## src/rtl/fanout_fork_ctrl.sv

```systemverilog
// fanout_fork_ctrl: eager fork of one stream source to NUM_DST consumers.
// Each consumer takes the held token in its own cycle; slot frees once all are done.
module fanout_fork_ctrl #(
  parameter int NUM_DST    = 7,
  parameter int DATA_WIDTH = 17,
  parameter int STALL_W    = 16
) (
  input  logic                  clk,
  input  logic                  rst_n,
  input  logic                  clk_en,
  input  logic                  flush,
  input  logic [NUM_DST-1:0]    cfg_en,
  input  logic [NUM_DST-1:0]    cfg_sel,
  input  logic [DATA_WIDTH-1:0] src_data,
  input  logic                  src_valid,
  output logic                  src_ready,
  output logic [DATA_WIDTH-1:0] dst_data,
  output logic [NUM_DST-1:0]    dst_valid,
  input  logic [NUM_DST-1:0]    dst_ready,
  output logic [STALL_W-1:0]    stall_cnt
);

  localparam logic [STALL_W-1:0] STALL_MAX = '1;

  logic                  r_full;
  logic [NUM_DST-1:0]    r_done;
  logic [DATA_WIDTH-1:0] r_data;
  logic [STALL_W-1:0]    r_stall;

  logic                  w_go;
  logic                  w_clr;
  logic                  w_fin;
  logic                  w_load;
  logic                  w_stall;
  logic [NUM_DST-1:0]    w_active;
  logic [NUM_DST-1:0]    w_acc;

  assign w_go      = clk_en & ~flush;
  assign w_clr     = clk_en & flush;
  assign w_active  = cfg_en & cfg_sel;
  assign dst_valid = {NUM_DST{w_go & r_full}} & w_active & ~r_done;
  assign w_acc     = dst_valid & dst_ready;
  // Inactive destinations count as delivered, so an empty route drops tokens.
  assign w_fin     = &(r_done | w_acc | ~w_active);
  assign src_ready = w_go & (~r_full | w_fin);
  assign w_load    = src_valid & src_ready;
  assign w_stall   = w_go & r_full & ~w_fin;
  assign dst_data  = r_data;
  assign stall_cnt = r_stall;

  always_ff @(posedge clk or negedge rst_n) begin
    if (!rst_n) begin
      r_full  <= 1'b0;
      r_done  <= '0;
      r_data  <= '0;
      r_stall <= '0;
    end else if (w_clr) begin
      r_full  <= 1'b0;
      r_done  <= '0;
      r_stall <= '0;
    end else if (w_go) begin
      if (w_stall && r_stall != STALL_MAX)
        r_stall <= r_stall + 1'b1;
      if (w_load) begin
        r_full <= 1'b1;
        r_done <= '0;
        r_data <= src_data;
      end else if (r_full && w_fin) begin
        r_full <= 1'b0;
        r_done <= '0;
      end else if (r_full) begin
        r_done <= r_done | w_acc;
      end
    end
  end

endmodule

```

## config.mk

```make
export PLATFORM = sky130hd
export DESIGN_NAME = fanout_fork_ctrl
export DESIGN_NICKNAME = d
export VERILOG_FILES = /design/src/rtl/fanout_fork_ctrl.sv
export SDC_FILE = /design/constraint.sdc
export NUM_CORES = 1
export LEC_CHECK = 0
export BUFFER_PORTS_ARGS = -buffer_cell sky130_fd_sc_hd__buf_2
export CORE_ASPECT_RATIO = 1.2
export CORE_MARGIN = 3
export CORE_UTILIZATION = 49
export DETAILED_ROUTE_END_ITERATION = 16
export PLACE_DENSITY = 0.79
export REMOVE_ABC_BUFFERS = 1
export SLEW_MARGIN = 5
export SYNTH_ARGS = -nofsm -noshare
export SYNTH_HDL_FRONTEND = slang
export SYNTH_SLANG_ARGS = --single-unit
```

## constraint.sdc

```tcl
create_clock -name clk -period 2.4 [get_ports clk]
set_input_delay 0.48 -clock clk [delete_from_list [all_inputs] [get_ports clk]]
set_output_delay 0.48 -clock clk [all_outputs]
set_load 0.01 [all_outputs]
```

Word-level counts from Yosys, hierarchy flattened
Index checks and enable logic that the tools add are counted.
- input port bits: 43
- bits in latches: 0
- register bits: 41
- output and inout port bits: 41
- logic and storage cells: 48
- memories kept: 0
- ROM bits: 0
- bits in writable memories: 0
- multiplexer cells: 12
- order comparisons: 0
- $add $sub $neg: 1
- eq/ne operators: 1
- divide/modulo/power cells: 0
- shift operators: 0
- multiply operators: 0
- reductions and logical operators: 11
- bitwise gates (word level): 19
- operators with widths (operator ; number):
    $mux W16 ; 3
    $mux W7 ; 5
    $and A7 B7 Y7 ; 4
    $add A16 B1 Y16 const B ; 1
    $ne A16 B16 Y1 const B ; 1
    $not A7 Y7 ; 2
    $or A7 B7 Y7 ; 2
    $reduce_and A7 Y1 ; 1
    $and A1 B1 Y1 ; 6
    $reduce_and A2 Y1 ; 3
    $mux W1 ; 4
    $not A1 Y1 ; 4
    $reduce_bool A2 Y1 ; 2
    $reduce_bool A4 Y1 ; 1
    $reduce_and A3 Y1 ; 1
    $reduce_bool A3 Y1 ; 1
    $logic_and A1 B1 Y1 ; 2
    $or A1 B1 Y1 ; 1

Longest topological paths before layout
Gate-level depths: netlist of run 1.
- depth in word-level cells: 15
- mapped depth: 7
- mapped depth without buffers: 6

Worst setup path after synthesis of run 1
No wires, ideal clock.
- path kind: input port to flip-flop
- start: in clk_en
- end: reg r_data[10], in the netlist dst_data[10]
- setup slack: 0.141 ns
- arrival time: 2.134 ns
- data required time: 2.275 ns
- path buffers: 2
- library setup time: 0.125 ns
- stages: 7
- path through: buf_4 nand4b_4 a211oi_4 nand2_4 a211oi_4 buf_12 mux2_4
- word-level cells in the longest chain between the ends: 12
- elaborated cells between the ends (all ways): 14
- those cells by class: bitwise: 12; reduce/logical: 2
- ends and longest elaborated chain (what ; line ; source):
    start: declaration ; 10 ; input logic clk_en,
    $and A1 B1 Y1 ; 38 ; assign w_go = clk_en & ~flush;
    $and A1 B1 Y1 ; 41 ; assign dst_valid = {NUM_DST{w_go & r_full}} & w_active & ~r_done;
    $and A7 B7 Y7 (2 in a row) ; 41 ;
    $and A7 B7 Y7 ; 42 ; assign w_acc = dst_valid & dst_ready;
    $or A7 B7 Y7 (2 in a row) ; 44 ; assign w_fin = &(r_done | w_acc | ~w_active);
    $reduce_and A7 Y1 ; 44 ;
    $or A1 B1 Y1 ; 45 ; assign src_ready = w_go & (~r_full | w_fin);
    $and A1 B1 Y1 ; 45 ;
    $and A1 B1 Y1 ; 46 ; assign w_load = src_valid & src_ready;
    $reduce_and A3 Y1 (no source line) * ; -- ;
    end signal: assignment ; 67 ; r_data <= src_data;
    end: declaration ; 27 ; logic [DATA_WIDTH-1:0] r_data;
Mark *: on every way between the ends. The rest lies on a longest branch, timed or not.
A chain may end at the register's enable or synchronous reset.

Worst setup path after layout of run 1
- start: reg r_done[4]
- end: out src_ready
- word-level cells in the longest chain between the ends: 8
- ends and longest elaborated chain (what ; line ; source):
    start: declaration ; 26 ; logic [NUM_DST-1:0] r_done;
    start signal: assignment ; 72 ; r_done <= r_done | w_acc;
    $not A7 Y7 ; 41 ;
    $and A7 B7 Y7 ; 41 ;
    $and A7 B7 Y7 ; 42 ;
    $or A7 B7 Y7 * (2 in a row) ; 44 ;
    $reduce_and A7 Y1 * ; 44 ;
    $or A1 B1 Y1 * ; 45 ;
    $and A1 B1 Y1 * ; 45 ;
    end: declaration ; 16 ; output logic src_ready,
Marked as above.

==> reports/results.md, run 1 <==
| Metric | Reported |
|:---|:---|
| Outcome | completed |
| Clock net sink count | 41 |
| Number of hold buffers added after cts | 0 |
| Global-route total usage across every layer | 20.79% |
| Root Buffer Master | sky130_fd_sc_hd__clkbuf_8 |
| Parity-gate share of the synthesized area counting xor and xnor cells | 1.597% |
| Seq cells post-synth | 41 |
| Maximum number of pins on one net before global-route repair | 42 |
| Shortest clock period the worst path allows after layout | 2.300 ns |
| Number of cells in the design after placement | 340 |
| Detailed Route WL | 5022 µm |
| Mux cell area share after synthesis | 11.87% |
| Slew at the pin closest to its max-slew limit | 0.8673 ns |
| Level count of the clock H-tree | 2 |
| Fin. Hold Viols | 0 |
| Layout cells sized above 1 | 43.88% |
| Count leader, synth | sky130_fd_sc_hd__dfrtp_1 |
| CTS-repair resized insts | 0 |
| Overall die area | 0.005318 mm² |
| Initial DRC Count | 85 |
| Horizontal die dimension | 67.08 µm |
| Setup CP Type | reg2out |
| Total number of yosys warnings | 0 |
| Detailed-route vias per instance | 5.397 |
| Weighted congestion reported at the end of routability-driven placement | 0.8215 |
| Synth cell types | 47 |
| Fraction of the cycle the final worst path needs | 95.84% |
| Top cell types by occurrence after synthesis | sky130_fd_sc_hd__dfrtp_1, sky130_fd_sc_hd__nor2_1, sky130_fd_sc_hd__a21oi_1, sky130_fd_sc_hd__nand2_1, sky130_fd_sc_hd__nor3_1 |
| Die height | 79.29 µm |
| P_leak | 1.396 nW |
| Worst skew pair latency | 0.29 ns |
| Power Density | 657.0 mW/mm² |
| Initial cell density of the core | 51.08% |
| Final-report max-slew violation count | 0 |
| Hpwl dp | 3867 µm |
| Pwr Total | 0.001865 W |
| Skew final | 0.007167 ns |
| Final number of setup-violating endpoints | 0 |
| Layout-stage area growth over the synthesis result | 29.44% |
| Number of primary I/O pins | 84 |
| Via count of the first global-routing pass | 1877 |
| Final Non-Filler Cells | 350 |
| Net load switching power | 0.0004668 W |
| Post-DR wirelength/cell | 14.35 µm |
| Synthesized area | 0.002193 mm² |
| Count of antenna-violating nets left after detailed routing | 0 |
| Achievable frequency | 434.7 MHz |
| Worst setup startpoint | r_done[4] |
| Worst endpoint required time | 1.92 ns |
| Sum of overflow across all layers after global routing | 0 |
| DR vias | 1889 |
| Clock-pin slew reported for the worst setup and hold paths after clock tree synthesis | 0.08 ns |
| Register-to-register setup slack | 0.19 ns |
| Pre-CTS setup slack | 0.09803 ns |
| Max transition margin | 42.18% |
| CP Capture Type | output pin |
| RSZ-0062 raised after global routing | no |
| Fraction of the mapped netlist area in adder cells | 0.5705% |
| Syn Inst Count | 200 |
| Crit path arrival time | 1.82 ns |
| Share of synthesized registers carrying an async set or reset | 100.0% |
| Hold crit path type | in2async |
| Worst Setup Start Kind | flop |
| Max-cap check violation count | 0 |
| Worst r2r src | r_done[5] |
| Share of the synthesized area in compound gates (AO/OA/AOI/OAI) | 13.92% |
| Final layout net count | 337 |
| Synth Area in Simple Gates | 21.11% |
| Area contributors post-synth | sky130_fd_sc_hd__dfrtp_1, sky130_fd_sc_hd__mux2_4, sky130_fd_sc_hd__mux2_2, sky130_fd_sc_hd__a21oi_1, sky130_fd_sc_hd__nor2_1 |
| Post-synthesis cell type with the largest combined area | sky130_fd_sc_hd__dfrtp_1 |
| Proportion of power drawn by flip-flops and latches | 44.7% |
| Worst VDD drop | 0.0005914 V |
| DRC | 0 |
| Flip-flop cell with the highest count after synthesis | sky130_fd_sc_hd__dfrtp_1 |
| Average cell area after synthesis | 10.97 µm² |
| Termination of the worst setup path | src_ready |
| Number of buffers between clock root and the deepest sink | 2 |
| Yosys top cell area share | 46.78% |
| Number of antenna violations at the first check in global routing | 0 |
| R2R Path End | stall_cnt[10] |
| Share of the yosys chip area belonging to registers | 46.78% |
| Global-route wire length before repair | 8493 µm |
| Clock tree from TritonCTS | done |
| Total iterations of the first detailed-routing run | 4 |
| Crit path max fanout | 6 |
| Quantity of I/O buffers inserted on ports | 83 |
| Minimum setup slack in the final design | 0.09977 ns |
| Largest family of logic cells by synthesized area | simple AND/OR/NAND/NOR gates |
| Row count | 26 |
| Worst Reg2Reg Path Length in Cells | 7 |
| Gate power share | 21.0% |
| Internal power summed over all cells | 0.001399 W |
| Count of inserted antenna diode cells | 0 |
| Net Sw Frac | 25.03% |
| Setup fix buffers added after clock tree synthesis | 0 |
| Count of flip-flops with a built-in enable after synthesis | 0 |
| Number of clock buffers inserted by TritonCTS | 5 |
| Core Area | 0.004294 mm² |
| Clk network pwr share | 34.4% |
cell type report:
class                   count  area [µm²]
fillers                   358        1455
repair buffers             93       503.0
inverters                   8       30.03
clock inverters             3       65.06
multi-input cells         144        1076
clock buffers               5       68.82
flip-flops and latches     41        1026
well taps                  56       70.07
cell usage in the layout (no fill, tap or decap), types with 7 or more instances in the layout:
| master | netlist | routed |
|---|---|---|
| sky130_fd_sc_hd__dfrtp_1 | 41 | 41 |
| sky130_fd_sc_hd__inv_1 | 8 | 8 |
| sky130_fd_sc_hd__nor3_1 | 11 | 11 |
| sky130_fd_sc_hd__buf_4 | 1 | 9 |
| sky130_fd_sc_hd__mux2_2 | 7 | 7 |
| sky130_fd_sc_hd__nand3_1 | 8 | 8 |
| sky130_fd_sc_hd__nand2_1 | 11 | 11 |
| sky130_fd_sc_hd__nand4_1 | 7 | 7 |
| sky130_fd_sc_hd__buf_2 | 0 | 83 |
| sky130_fd_sc_hd__a21oi_1 | 14 | 14 |
| sky130_fd_sc_hd__nor2_1 | 17 | 17 |
| sky130_fd_sc_hd__mux2_4 | 10 | 10 |
routing by layer:
metal / GRT usage [%] / part of all wire (%) / vias to the layer above
met3: 5.233 / 6.3 / 6
met2: 34.81 / 53 / 67
li1: - / - / 929
met4: 7.708 / 1.2 / 0
met1: 25.39 / 40 / 887
met5: 0 / 0 / -
sequential cells by signal (all words and copies together) (netlist names):
name,cells
dst_data,17
stall_cnt,16
r_done,7
r_full,1
worst min-delay path by stage:
stage | start | end | depth (start not counted)
detailed placement | dst_data[13] | dst_data[13] | 1
CTS | rst_n | stall_cnt[10] | 1
floorplan | rst_n | dst_data[0] | 0
global placement | dst_data[3] | dst_data[3] | 1
finish | rst_n | stall_cnt[10] | 1
global route | rst_n | stall_cnt[10] | 1
power groups by stage:
stage / Sequential [W] / Clock (W) / Combinational, W
6_report: 0.000833 / 0.000641 / 0.000391
5_1_grt: 0.000847 / 0.000693 / 0.000426
4_1_cts: 0.000833 / 0.000660 / 0.000393
3_5_place_dp: 0.000843 / 0 / 0.000392
3_3_place_gp: 0.000842 / 0 / 0.000380
2_1_floorplan: 0.000880 / 0 / 0.000172
cell families after synthesis:
family | count (synthesis)
compound gates | 39
xor+xnor | 4
fa+ha+maj | 1
buf+inv | 15
flops | 41
mux | 20
simple gates | 80
stage by stage:
stage	setup TNS [ns]	hold WS (ns)	instance area, µm²	util, %
3_3_place_gp	0	0.4879	2690	62.65
3_5_place_dp	0	0.4888	2690	62.65
6_report	0	0.2985	2839	66.11
5_1_grt	0	0.3638	2839	66.11
2_1_floorplan	-0.09177	0.1844	2132	-
4_1_cts	0	0.3320	2824	65.76
worst max-delay path, stage by stage (launching register included):
cell and delay [ns]:
sky130_fd_sc_hd__dfrtp_1 0.42, sky130_fd_sc_hd__or4bb_1 0.51, sky130_fd_sc_hd__o2111a_2 0.24, sky130_fd_sc_hd__nand2_4 0.11, sky130_fd_sc_hd__a21oi_1 0.09, sky130_fd_sc_hd__buf_2 0.16
No activity file was read; power rests on OpenSTA's default activity.
==> run 2, diff against run 1 <==
CELL_PAD_IN_SITES_DETAIL_PLACEMENT = 0   (was unset)
CELL_PAD_IN_SITES_GLOBAL_PLACEMENT = 2   (was unset)
CORE_UTILIZATION = 29   (was 49)
PLACE_DENSITY = 0.77   (was 0.79)
==> run 2 against run 1 <==
Hold slack lost 0.20 ns; setup slack gained 0.021 ns; register-to-register slack gained 0.10 ns; sequential power is essentially flat; die area grew 63%; maximum frequency grew 0.94%; clock power shrank 27%; critical path depth is the same; first-iteration DRC count shrank 8.2%; wire length grew 17%; largest power group unchanged.
==> reports/results.md, run 2 (same netlist as run 1, synthesis figures left out) <==
| Metric | Reported | Change |
|:---|:---|:---|
| Setup TNS after final layout | 0 ns | unchanged |
| Clock tree from TritonCTS | done |  |
| Post-DR wirelength/cell | 15.23 µm | +6.1% |
| CTS-repair resized insts | 0 | unchanged |
| Final number of setup-violating endpoints | 0 | unchanged |
| Initial DRC Count | 78 | -8.2% |
| Detailed-route vias per instance | 4.883 | -9.5% |
| Weighted congestion reported at the end of routability-driven placement | 0.7302 | -11% |
| Horizontal die dimension | 85.39 µm | +27% |
| Most common cell after layout, fill and taps aside | sky130_fd_sc_hd__buf_2 |  |
| CP Capture Type | output pin |  |
| Fin. Hold Viols | 0 | unchanged |
| Crit path max fanout | 6 | unchanged |
| Worst path slowest cell | sky130_fd_sc_hd__or4bb_1 |  |
| Row count | 34 | +31% |
| Clock-pin slew reported for the worst setup and hold paths after clock tree synthesis | 0.08 ns | about the same |
| Worst skew pair latency | 0.29 ns | about the same |
| Register-to-register setup slack | 0.29 ns | +0.10 ns |
| Setup fix buffers added after clock tree synthesis | 0 | unchanged |
| Worst Setup Start Kind | flop |  |
| Initial cell density of the core | 29.98% | -21 points |
| Max-cap check violation count | 0 | unchanged |
| Global-route wire length before repair | 9632 µm | +13% |
| Number of antenna violations at the first check in global routing | 0 | unchanged |
| Hpwl dp | 4614 µm | +19% |
| Achievable frequency | 438.8 MHz | +0.94% |
| DR vias | 1880 | -0.48% |
| Detailed Route WL | 5863 µm | +17% |
| Number of primary I/O pins | 84 | unchanged |
| Pwr Total | 0.001698 W | -9.0% |
| Power Density | 595.1 mW/mm² | -9.4% |
| Outcome | completed |  |
| Core Area | 0.007317 mm² | +70% |
| Setup CP Type | reg2out |  |
| Highest-count cells in the layout ignoring fill and taps | sky130_fd_sc_hd__buf_2, sky130_fd_sc_hd__dfrtp_1, sky130_fd_sc_hd__nor2_1 |  |
| Number of hold buffers added after cts | 0 | unchanged |
| Count of fill cells added during filler insertion | 787 | +120% |
| Global-route total usage across every layer | 14.11% | -6.7 points |
| Sum of overflow across all layers after global routing | 0 | unchanged |
| Count of inserted antenna diode cells | 0 | unchanged |
| P_leak | 1.381 nW | -1.0% |
| Total iterations of the first detailed-routing run | 4 | unchanged |
| Family of cells with the greatest summed delay on the critical path | simple AND/OR/NAND/NOR gates |  |
| Quantity of I/O buffers inserted on ports | 83 | unchanged |
| Count of antenna-violating nets left after detailed routing | 0 | unchanged |
| Via count of the first global-routing pass | 1915 | +2.0% |
| Pre-CTS setup slack | 0.1373 ns | +0.03931 ns |
| DRC | 0 | unchanged |
| Skew final | 0.008565 ns | +0.001398 ns |
| Final-report max-slew violation count | 0 | unchanged |
| Critical path buffer and inverter count | 1 | unchanged |
| Die height | 101.3 µm | +28% |
| Number of clock buffers inserted by TritonCTS | 5 | unchanged |
| Clock net sink count | 41 | unchanged |
| Maximum number of pins on one net before global-route repair | 19 | -55% |
| Max transition margin | 46.66% | +4.5 points |
| Slew at the pin closest to its max-slew limit | 0.7983 ns | -0.06893 ns |
| Fraction of the cycle the final worst path needs | 94.95% | -0.89 points |
| Crit path cell chain | or4bb_1, o2111a_2, nand2_4, a21oi_1, buf_2 |  |
| Crit path arrival time | 1.80 ns | -0.02 ns |
| Layout cells sized above 1 | 44.07% | +0.19 points |
| Hold crit path type | in2async |  |
| Number of buffers between clock root and the deepest sink | 2 | unchanged |
| RSZ-0062 raised after global routing | no |  |
| Layout-stage area growth over the synthesis result | 30.06% |  |
| Overall die area | 0.008647 mm² | +63% |
| Level count of the clock H-tree | 2 | unchanged |
| Minimum setup slack in the final design | 0.1211 ns | +0.02133 ns |
| Worst VDD drop | 0.0002321 V | -61% |
| Largest register FFs | 17 | unchanged |
| Largest stage delay, worst path | 0.52 ns | about the same |
| Final layout net count | 339 | +0.59% |
| Worst endpoint required time | 1.92 ns | about the same |
| Shortest clock period the worst path allows after layout | 2.279 ns | -0.02133 ns |
| Root Buffer Master | sky130_fd_sc_hd__clkbuf_8 |  |
run 2: changes by cell type in the layout (fill, tap and decap cells not counted), sizes merged:
| cell | change |
|---|---|
| buf | +2 |
| bufinv | -2 |
| clkbuf | +1 |
| clkinv | -1 |
| clkinvlp | +1 |
run 2: worst paths after layout:
| path | start | to | depth (start not counted) |
|---|---|---|---|
| max | r_done[4] | src_ready | 5 |
| min | rst_n | r_done[6] | 1 |
| max reg2reg | r_done[4] | stall_cnt[10] | 6 |
| min reg2reg | dst_data[2] | dst_data[2] | 1 |
| max in group asynchronous | rst_n | stall_cnt[10] | 2 |
| min in group clk | src_data[14] | dst_data[14] | 2 |
run 2: through the flow:
step	std cells	hold WS (ns)	area (µm²)	util, %
6_report	385	0.1011	2853	38.99
5_1_grt	385	0.1322	2853	38.99
4_1_cts	385	0.1194	2853	38.99
3_5_place_dp	378	0.4390	2763	37.76
3_3_place_gp	378	0.4337	2763	37.76
2_1_floorplan	193	0.1844	2132	-
run 2: cell type report:
type                    instances  area, µm²  share of cell area (%)
clock inverters                 1      7.507                  0.2632
repair buffers                 95      518.0                   18.16
clock buffers                   6      82.58                   2.895
flip-flops and latches         41       1026                   35.96
well taps                      90      112.6                   3.947
multi-input cells             144       1076                   37.72
inverters                       8      30.03                   1.053
run 2: layer usage:
metal  vias up  routed length [µm]  GRT usage [%]
li1        924                   -              -
met1       907                2410          17.31
met2        43                3125          25.30
met3         6                 242          2.278
met4         0                  84          4.385
met5         -                   0              0
run 2: report_power, final:
| part | internal, W | switching (W) |
|---|---|---|
| logic | 0.000210 | 0.000191 |
| registers | 0.000777 | 0.0000551 |
| clock network | 0.000227 | 0.000237 |
| total | 0.00121 | 0.000483 |
==> run 3, diff against run 2 <==
--- a/config.mk
+++ b/config.mk
@@ -9,5 +9,4 @@
 export CELL_PAD_IN_SITES_DETAIL_PLACEMENT = 0
 export CELL_PAD_IN_SITES_GLOBAL_PLACEMENT = 2
-export CORE_ASPECT_RATIO = 1.2
 export CORE_MARGIN = 3
 export CORE_UTILIZATION = 29
==> constraint.sdc (replaced) <==
create_clock -name clk -period 2.4 [get_ports clk]
set_input_delay 0.48 -clock clk [delete_from_list [all_inputs] [get_ports clk]]
set_output_delay 0.48 -clock clk [all_outputs]
set_load 0.05 [all_outputs]
==> run 3 against run 2 <==
Hold slack improved by 0.031 ns; non-clock buffer count increased by 1; maximum frequency decreased by 0.66%; cell count increased by 2.9%; power increased by 28%; cell area increased by 3.4%; register-to-register slack got worse by 0.12 ns; die area about the same; setup slack got worse by 0.015 ns; sequential power about the same; via count decreased by 0.37%; clock skew increased by 0.00056 ns; critical endpoint unchanged; largest power group unchanged; highest routed layer unchanged.
==> reports/results.md, run 3 (same netlist as run 1, synthesis figures left out) <==
| Metric | Reported | Change |
|:---|:---|:---|
| Outcome | completed |  |
| Die height | 92.97 µm | -8.2% |
| Setup CP Type | reg2out |  |
| Worst VDD drop | 0.0003518 V | +52% |
| Count of antenna-violating nets left after detailed routing | 0 | unchanged |
| Net Sw Frac | 35.01% | +6.6 points |
| Worst endpoint required time | 1.92 ns | about the same |
| Sum of overflow across all layers after global routing | 0 | unchanged |
| Skew final | 0.009126 ns | +0.0005609 ns |
| Weighted congestion reported at the end of routability-driven placement | 0.7616 | +4.3% |
| Number of antenna violations at the first check in global routing | 0 | unchanged |
| Fraction of the cycle the final worst path needs | 95.58% | +0.63 points |
| Proportion of power drawn by flip-flops and latches | 38.2% | -11 points |
| Met1 usage | 20.00% | +2.7 points |
| Post-DR wirelength/cell | 14.43 µm | -5.2% |
| DRC | 0 | unchanged |
| M3 GR Usage | 3.493% | +1.2 points |
| Worst setup startpoint | r_done[1] |  |
| Internal power summed over all cells | 0.001411 W | +16% |
| Met2 global-route usage | 22.26% | -3.0 points |
| Total iterations of the first detailed-routing run | 4 | unchanged |
| Maximum number of pins on one net before global-route repair | 42 | +23 |
| Global-route wire length before repair | 9942 µm | +3.2% |
| Net load switching power | 0.0007601 W | +57% |
| Max transition margin | 43.66% | -3.0 points |
| Clock tree from TritonCTS | done |  |
| Register-to-register setup slack | 0.17 ns | -0.12 ns |
| Number of primary I/O pins | 84 | unchanged |
| Hold crit path type | in2async |  |
| Clk network pwr share | 30.8% | +3.4 points |
| Crit path arrival time | 1.81 ns | about the same |
| RSZ-0062 raised after global routing | no |  |
| Gate power share | 31.0% | +7.4 points |
| Root Buffer Master | sky130_fd_sc_hd__clkbuf_8 |  |
| Detailed Route WL | 5716 µm | -2.5% |
| Layout-stage area growth over the synthesis result | 34.46% |  |
| CP Capture Type | output pin |  |
| Quantity of I/O buffers inserted on ports | 83 | unchanged |
| P_leak | 1.420 nW | +2.8% |
| Most common cell after layout, fill and taps aside | sky130_fd_sc_hd__buf_2 |  |
| Power Density | 736.1 mW/mm² | +24% |
| Pwr Total | 0.002171 W | +28% |
| Count of fill cells added during filler insertion | 760 | -3.4% |
| Final layout net count | 340 | +0.29% |
| Via count of the first global-routing pass | 1974 | +3.1% |
| Pre-CTS setup slack | 0.09774 ns | -0.03959 ns |
| Horizontal die dimension | 92.97 µm | +8.9% |
| Layout cells sized above 1 | 44.78% | +0.71 points |
| Max-cap check violation count | 0 | unchanged |
| Core Area | 0.007292 mm² | -0.34% |
| End-of-flow core utilization | 40.44% | +1.5 points |
| Overall die area | 0.008642 mm² | about the same |
| Slew at the pin closest to its max-slew limit | 0.8433 ns | +0.04494 ns |
| Minimum setup slack in the final design | 0.1061 ns | -0.01504 ns |
| R2R Path End | stall_cnt[8] |  |
| Count of inserted antenna diode cells | 0 | unchanged |
| Largest register FFs | 17 | unchanged |
| Worst Setup Start Kind | flop |  |
| Clock-pin slew reported for the worst setup and hold paths after clock tree synthesis | 0.09 ns | about the same |
| Worst skew pair latency | 0.30 ns | about the same |
| Level count of the clock H-tree | 2 | unchanged |
| Row count | 31 | -8.8% |
| Hpwl dp | 4335 µm | -6.0% |
| Number of clock buffers inserted by TritonCTS | 5 | unchanged |
| Global-route total usage across every layer | 14.39% | +0.28 points |
| Final Hold Slack | 0.1322 ns | +0.03114 ns |
| Achievable frequency | 435.9 MHz | -0.66% |
| Number of hold buffers added after cts | 0 | unchanged |
| Number of buffers between clock root and the deepest sink | 2 | unchanged |
| Detailed-route vias per instance | 4.730 | -3.1% |
| Initial cell density of the core | 30.08% | +0.10 points |
| Busiest layer in global routing | met2 |  |
| Initial DRC Count | 59 | -24% |
| Shortest clock period the worst path allows after layout | 2.294 ns | +0.01504 ns |
| Final-report max-slew violation count | 0 | unchanged |
| Termination of the worst setup path | src_ready |  |
| Fin. Hold Viols | 0 | unchanged |
| Worst r2r src | r_done[1] |  |
| Crit path max fanout | 4 | -2 |
| Clock net sink count | 41 | unchanged |
| Highest-count cells in the layout ignoring fill and taps | sky130_fd_sc_hd__buf_2, sky130_fd_sc_hd__dfrtp_1, sky130_fd_sc_hd__nor2_1 |  |
| Worst Reg2Reg Path Length in Cells | 7 | +1 |
| Final number of setup-violating endpoints | 0 | unchanged |
| DR vias | 1873 | -0.37% |
[run 3: layout make-up]
type                       instances  area [µm²]  area share, %
sequential                        41        1026          34.79
tap                               99       123.9          4.200
inverter                           8       30.03          1.018
clock inverter                     3       65.06          2.206
multi-input combinational        144        1082          36.70
clock buffer                       5       68.82          2.333
timing repair buffer              96       553.0          18.75
[run 3: power groups by stage]
stage | clock network [W] | logic [W] | registers [W]
after CTS | 0.000688 | 0.000673 | 0.000832
final | 0.000668 | 0.000673 | 0.000830
after floorplan | 0 | 0.000183 | 0.00113
after global placement | 0 | 0.000668 | 0.000841
after global routing | 0.000722 | 0.000716 | 0.000846
after detailed placement | 0 | 0.000673 | 0.000841
[run 3: timing repair]
| item | in CTS | in global routing |
|---|---|---|
| endpoints found under the setup margin | 0 | 11 |
| buffers inserted | 0 | 1 |
| gates resized for setup | 0 | 3 |
[run 3: worst min-delay path by stage]
stage                     depth (start not counted)  start             to  slack, ns
final                                             2  rst_n  stall_cnt[11]       0.13
after global routing                              2  rst_n   stall_cnt[9]       0.15
after CTS                                         2  rst_n  stall_cnt[11]       0.14
after detailed placement                          2  rst_n  stall_cnt[11]       0.47
after global placement                            2  rst_n  stall_cnt[11]       0.47
after floorplan                                   0  rst_n    dst_data[0]       0.18
[run 3: layer usage]
metal  share of wire, %  vias up
li1                   -      932
met5                  0        -
met3                6.8        7
met4                1.4        0
met1                 47      879
met2                 45       55
[run 3: worst max-delay path, stage by stage, from the launching register on]
cell                       delay [ns]
sky130_fd_sc_hd__dfrtp_1         0.42
sky130_fd_sc_hd__or4bb_1         0.52
sky130_fd_sc_hd__o2111a_2        0.21
sky130_fd_sc_hd__nand2_4         0.10
sky130_fd_sc_hd__a21oi_1         0.07
sky130_fd_sc_hd__buf_4           0.21
[run 3: through the flow]
| stage | setup TNS (ns) | cells | area [µm²] |
|---|---|---|---|
| finish | 0 | 396 | 2949 |
| global route | 0 | 396 | 2949 |
| CTS | 0 | 395 | 2920 |
| detailed placement | 0 | 387 | 2786 |
| global placement | 0 | 387 | 2786 |
| floorplan | -0.3066 | 193 | 2132 |
